`src/rtl/hit_window_timer.sv`:
```
// Multi-lane note hit-window timer. Each lane arms on a spawn pulse, counts
// en-qualified cycles through a programmable window and resolves either to a
// graded HIT on a button press or to a MISS on timeout. Saturating hit/miss
// totals are kept across all lanes.
module hit_window_timer #(
  parameter int unsigned LANES   = 4,
  parameter int unsigned CNT_W   = 26,
  parameter int unsigned SCORE_W = 16
) (
  input  logic                 clk,
  input  logic                 rst,
  input  logic                 en,
  input  logic [LANES-1:0]     start,
  input  logic [LANES-1:0]     btn,
  input  logic [CNT_W-1:0]     window_len,
  input  logic [CNT_W-1:0]     perf_lo,
  input  logic [CNT_W-1:0]     perf_hi,
  input  logic                 clr_stats,
  output logic [LANES-1:0]     busy,
  output logic [LANES-1:0]     hit,
  output logic [LANES-1:0]     miss,
  output logic [2*LANES-1:0]   grade,
  output logic [SCORE_W-1:0]   hit_total,
  output logic [SCORE_W-1:0]   miss_total
);

  typedef enum logic {StIdle, StArmed} state_e;

  localparam logic [1:0] GradeEarly   = 2'b01;
  localparam logic [1:0] GradePerfect = 2'b10;
  localparam logic [1:0] GradeLate    = 2'b11;

  state_e                 state_q [LANES];
  state_e                 state_d [LANES];
  logic [CNT_W-1:0]       count_q [LANES];
  logic [CNT_W-1:0]       count_d [LANES];
  logic [LANES-1:0]       hit_q, hit_d;
  logic [LANES-1:0]       miss_q, miss_d;
  logic [2*LANES-1:0]     grade_q, grade_d;
  logic [SCORE_W-1:0]     hit_total_q, hit_total_d;
  logic [SCORE_W-1:0]     miss_total_q, miss_total_d;

  // perf_lo > perf_hi leaves no perfect band: anything at/after perf_lo is late.
  function automatic logic [1:0] grade_of(input logic [CNT_W-1:0] cnt,
                                          input logic [CNT_W-1:0] lo,
                                          input logic [CNT_W-1:0] hi);
    if (cnt < lo)       return GradeEarly;
    else if (cnt <= hi) return GradePerfect;
    else                return GradeLate;
  endfunction

  function automatic logic [SCORE_W:0] popcount(input logic [LANES-1:0] v);
    logic [SCORE_W:0] c;
    c = '0;
    for (int i = 0; i < LANES; i++) c = c + {{SCORE_W{1'b0}}, v[i]};
    return c;
  endfunction

  function automatic logic [SCORE_W-1:0] sat_add(input logic [SCORE_W-1:0] a,
                                                 input logic [SCORE_W:0]   b);
    logic [SCORE_W:0] s;
    s = {1'b0, a} + b;
    return s[SCORE_W] ? {SCORE_W{1'b1}} : s[SCORE_W-1:0];
  endfunction

  // Per-lane next-state: arm, count, resolve. A press always beats timeout
  // and retrigger, so hit and miss can never coincide on one lane.
  always_comb begin
    hit_d   = '0;
    miss_d  = '0;
    grade_d = '0;
    for (int i = 0; i < LANES; i++) begin
      state_d[i] = state_q[i];
      count_d[i] = count_q[i];
      unique case (state_q[i])
        StIdle: begin
          if (start[i]) begin
            state_d[i] = StArmed;
            count_d[i] = '0;
          end
        end
        StArmed: begin
          if (btn[i]) begin
            hit_d[i]           = 1'b1;
            grade_d[2*i +: 2]  = grade_of(count_q[i], perf_lo, perf_hi);
            state_d[i]         = start[i] ? StArmed : StIdle;
            count_d[i]         = '0;
          end else if (start[i]) begin
            miss_d[i]  = 1'b1;
            count_d[i] = '0;
          end else if (en) begin
            // >= guards against window_len shrinking below a running count.
            if (count_q[i] >= window_len) begin
              miss_d[i]  = 1'b1;
              state_d[i] = StIdle;
              count_d[i] = '0;
            end else begin
              count_d[i] = count_q[i] + CNT_W'(1);
            end
          end
        end
        default: begin
          state_d[i] = StIdle;
          count_d[i] = '0;
        end
      endcase
    end
  end

  // Totals accumulate the registered pulses; a clear drops any same-cycle increment.
  always_comb begin
    hit_total_d  = sat_add(hit_total_q, popcount(hit_q));
    miss_total_d = sat_add(miss_total_q, popcount(miss_q));
    if (clr_stats) begin
      hit_total_d  = '0;
      miss_total_d = '0;
    end
  end

  // State, counters, output pulses and totals.
  always_ff @(posedge clk or negedge rst) begin
    if (!rst) begin
      for (int i = 0; i < LANES; i++) begin
        state_q[i] <= StIdle;
        count_q[i] <= '0;
      end
      hit_q        <= '0;
      miss_q       <= '0;
      grade_q      <= '0;
      hit_total_q  <= '0;
      miss_total_q <= '0;
    end else begin
      for (int i = 0; i < LANES; i++) begin
        state_q[i] <= state_d[i];
        count_q[i] <= count_d[i];
      end
      hit_q        <= hit_d;
      miss_q       <= miss_d;
      grade_q      <= grade_d;
      hit_total_q  <= hit_total_d;
      miss_total_q <= miss_total_d;
    end
  end

  // Busy is a direct decode of the registered lane state.
  always_comb begin
    busy = '0;
    for (int i = 0; i < LANES; i++) busy[i] = (state_q[i] == StArmed);
  end

  assign hit        = hit_q;
  assign miss       = miss_q;
  assign grade      = grade_q;
  assign hit_total  = hit_total_q;
  assign miss_total = miss_total_q;

endmodule
```
`config.mk`:
```
export PLATFORM = sky130hd
export DESIGN_NAME = hit_window_timer
export DESIGN_NICKNAME = d
export VERILOG_FILES = /design/src/rtl/hit_window_timer.sv
export SDC_FILE = /design/constraint.sdc
export NUM_CORES = 1
export LEC_CHECK = 0
export ABC_AREA = 0
export BUFFER_PORTS_ARGS = -buffer_cell sky130_fd_sc_hd__buf_2
export CORE_MARGIN = 1.5
export CORE_UTILIZATION = 51
export CTS_CLUSTER_SIZE = 20
export DETAILED_ROUTE_END_ITERATION = 8
export GPL_TIMING_DRIVEN = 0
export MAX_ROUTING_LAYER = met4
export PLACE_DENSITY = 0.74
export SLEW_MARGIN = 20
export SYNTH_ARGS = -nofsm -noshare
export SYNTH_HDL_FRONTEND = slang
export SYNTH_SLANG_ARGS = --single-unit
```
`constraint.sdc`:
```
create_clock -name clk -period 3.6 [get_ports clk]
set_input_delay 0 -clock clk [delete_from_list [all_inputs] [get_ports clk]]
set_output_delay 0 -clock clk [all_outputs]
set_load 0.1 [all_outputs]
```
==> run summary <==
=================================================================================
Average instance area after synthesis                                   8.66 um^2
Synth top area cells                                                 ha_1, dfrtp_1, a21o_1, a21oi_1, nand2_1
Yosys warning count                                                             0
Layout Skew                                                             0.0179 ns
Ys async rst share                                                           1.00
Crit end category                                                            flop
Number of buffers added by the clock tree synthesis step                       17
Max cap viols                                                                   0
Endpoint, Worst Hold                                                 miss[0]$_DFF_PN0_
Hold Vio Cnt, Final                                                             0
Leading register cell type out of synthesis                               dfrtp_1
Worst-path cell chain                                                ha_1, a21oi_1, o21ai_0, a22oi_1, nand4_1, nor2_4, clkbuf_1, o21ai_0, nand2_1
Source-to-sink clock delay at the later pin of the worst-skew pair        0.44 ns
Family with the most delay on the worst path                         simple AND/OR/NAND/NOR gates
All-Layer GR Usage                                                          0.327
Routed vias                                                                 14375
Number of buffer cells added on primary ports                                 140
Effective utilization at floorplan                                          0.518
Worst-path maximum fanout                                                      10
Seq cells post-synth                                                          156
Number of standard cells in the layout, taps in and fillers out              2291
Leading area contributor after synthesis                                     ha_1
Max-slew violation count                                                        0
Fraction of final layout cells with drive strength greater than 1           0.107
Launching element type of the critical path                                  flop
Placer congestion estimate                                                   1.01
End of the worst register-to-register path                           count_q[71]$_DFFE_PN0P_
Die Width                                                                  174 um
Worst path buffer plus inverter count                                           1
Count of flip-flops with a built-in enable after synthesis                      0
Maximum ir drop on the vdd rail                                          0.282 mV
DRC viols                                                                       0
Sequential cell area                                                 0.00390 mm^2
Post-DR vias/cell                                                            6.27
Pin slew with the least headroom to its limit                             1.06 ns
Most congested layer reported by global routing                              met2
Top-level port count                                                          142
Die outline area                                                      0.0302 mm^2
Core footprint                                                        0.0287 mm^2
Global-route met3 utilization                                              0.0511
Multi-input logic area                                                0.0104 mm^2
Most instantiated library cell after synthesis                               ha_1
Post-route fraction of the period consumed by the critical path             0.942
Final critical path time including I/O delays and setup                   3.39 ns
Pin count of the biggest net entering global routing                           96
Total leakage power                                                       9.12 nW
Met1 track demand over resource                                             0.448
CTS Buffer Depth                                                                2
Average detailed-routed wire length per instance                          20.9 um
Number of sinks driven by the clock tree                                      156
Number of antenna violations at the first check in global routing               2
Net count reported at finish                                                 2303
Cell area power density                                               279 mW/mm^2
RSZ-0062 raised after global routing                                        false
Relative slew slack                                                         0.289
Synthesis-to-layout area growth                                             13.7%
Detailed Place HPWL                                                      37600 um
R2R Path Start                                                       count_q[63]$_DFFE_PN0P_
Worst-case register-to-register setup slack                               0.21 ns
Critical Path Most Common Cell                                            o21ai_0
Run status                                                           finished clean
CTS root buffer                                                         clkbuf_16
Startpoint-to-endpoint class of the critical path                         reg2reg
Global-route wire length before repair                                   75100 um
Drt pass-1 iters                                                                6
Instance count along the most critical hold path                                3
Hold Crit Class                                                            in2reg
CTS tree                                                                      yes
CP Data Required Time                                                     3.97 ns
Post-synthesis net count                                                     2127
Post-synth top cells                                                 ha_1, dfrtp_1, a21oi_1, nand2_1, inv_1
Die height                                                                 174 um
Depth of the worst register-to-register path                                    9
Sum of negative setup slack                                                  0 ns
Critical path arrival                                                     3.76 ns
Filler cell count in the final layout                                        2556
Start point of the worst min-delay path                                        en
Post-detailed-route count of antenna-violating nets                             0
GR Layer Usage met2                                                         0.480
Share of Yosys cell area claimed by the top area cell type                  0.264
Cell with the largest stage delay on the worst path                       nand4_1
Clock H-tree levels                                                             4
Row count                                                                      62
Clock transition at the registers of the reported paths                   0.08 ns
Mapped cell area                                                      0.0149 mm^2
Endpoints failing setup                                                         0
Max Fclk                                                                  295 MHz
# placed instances                                                           2242
Largest stage delay on the critical path                                  0.54 ns
DRT iter0 DRCs                                                               1424
Number of standard cells after synthesis                                     1717
Aggregate global routing overflow                                               0
Distinct cells, synth                                                          63
Final wirelength                                                         47900 um
Portion of the post-synthesis area used by sequential elements              0.262
Number of global-route vias before repair                                   13710
=================================================================================
per-stage QoR:
| stage | total power, mW | utilization | setup WS [ns] | instance area [um^2] | hold WS, ns |
|---|---|---|---|---|---|
| final | 4.72 | 0.589 | 0.208 | 16900 | 0.0264 |
| after global routing | 4.89 | 0.589 | 0.00420 | 16900 | 0.0346 |
| after CTS | 4.72 | 0.588 | 0.0875 | 16900 | 0.00800 |
| after detailed placement | 2.77 | 0.561 | -0.233 | 16100 | -0.0116 |
| after global placement | 2.74 | 0.559 | -0.202 | 16100 | 0.230 |
| after floorplan | 2.46 | - | 0.412 | 14900 | -0.296 |
worst reg2reg max path, delay by kind of cell (launching register included):
| family | cells | cell delay (ns) |
|---|---|---|
| flops | 1 | 0.49 |
| buf+inv | 1 | 0.52 |
| simple gates | 3 | 1.09 |
| compound gates | 4 | 0.88 |
| fa+ha+maj | 1 | 0.35 |
worst max path at each step:
stage | start | end | slack [ns] | depth (start not counted)
floorplan | hit[0]$_DFF_PN0_ | hit_total[10]$_DFF_PN0_ | 0.41 | 10
global placement | count_q[75]$_DFFE_PN0P_ | count_q[66]$_DFFE_PN0P_ | -0.20 | 9
detailed placement | count_q[75]$_DFFE_PN0P_ | count_q[57]$_DFFE_PN0P_ | -0.23 | 9
CTS | count_q[75]$_DFFE_PN0P_ | busy[1]$_DFF_PN0_ | 0.09 | 8
global route | count_q[83]$_DFFE_PN0P_ | count_q[96]$_DFFE_PN0P_ | 0.004 | 10
finish | count_q[63]$_DFFE_PN0P_ | count_q[71]$_DFFE_PN0P_ | 0.21 | 9
routing by layer:
layer,part of all wire,vias to the layer above
met3,0.087,108
met4,0.037,0
met1,0.45,6787
li1,-,6807
met5,0,-
met2,0.43,673
repair_timing:
action                                  CTS  global route
gates resized for setup                   2             4
endpoints found under the setup margin   26            41
hold buffers                             14             0
hold endpoints to repair                 76             0
setup buffers                             0             2
cloned                                    0             0
registers in the layout, summed over array words and instances, names as in the netlist:
signal / flops
busy: 4
count_q: 104
grade: 8
hit: 4
hit_total: 16
miss: 4
miss_total: 16
cell type report:
class	instances	area share
multi-input cells	1398	0.613
flip-flops and latches	156	0.231
repair buffers	157	0.0535
well taps	384	0.0284
inverters	127	0.0282
clock buffers	18	0.0260
clock inverters	14	0.0104
plain buffers	36	0.00961
diodes	1	0.000148
power breakdown:
group / total [mW] / switching (mW) / internal (mW)
Clock: 1.95 / 0.876 / 1.07
Combinational: 0.942 / 0.686 / 0.257
Sequential: 1.83 / 0.0428 / 1.79
Total: 4.72 / 1.60 / 3.11
kinds of logic (layout without fill, tap and decap cells):
group	after synthesis	in the layout	share of synthesized area
compound gates	501	501	0.216
xor+xnor	24	24	0.0141
fa+ha+maj	320	320	0.272
buf+inv	163	352	0.0430
flops	156	156	0.262
mux	5	5	0.00337
other cells	0	1	0
simple gates	548	548	0.189
placed cells by master, fill, tap and decap left out, types with 6 or more instances in the layout:
master	instances
and2_1	17
a211oi_1	15
o22ai_1	6
nor3_1	27
nand2b_1	18
dfrtp_1	156
nand4_1	74
nor2_1	70
o21ai_0	98
or3_1	12
clkbuf_16	17
inv_1	127
a21o_1	103
fa_1	6
nor3b_1	11
nand3_1	91
nor2b_1	12
o21a_1	17
ha_1	314
a22o_1	9
nor4_1	13
and3_1	30
buf_2	146
a21oi_1	144
o31ai_1	7
dlygate4sd3_1	14
nand2_1	143
or2_2	7
o311ai_0	16
xnor2_1	8
clkbuf_1	26
a31oi_1	29
xor2_1	16
and4_1	15
(Power assumes the default switching activity.)
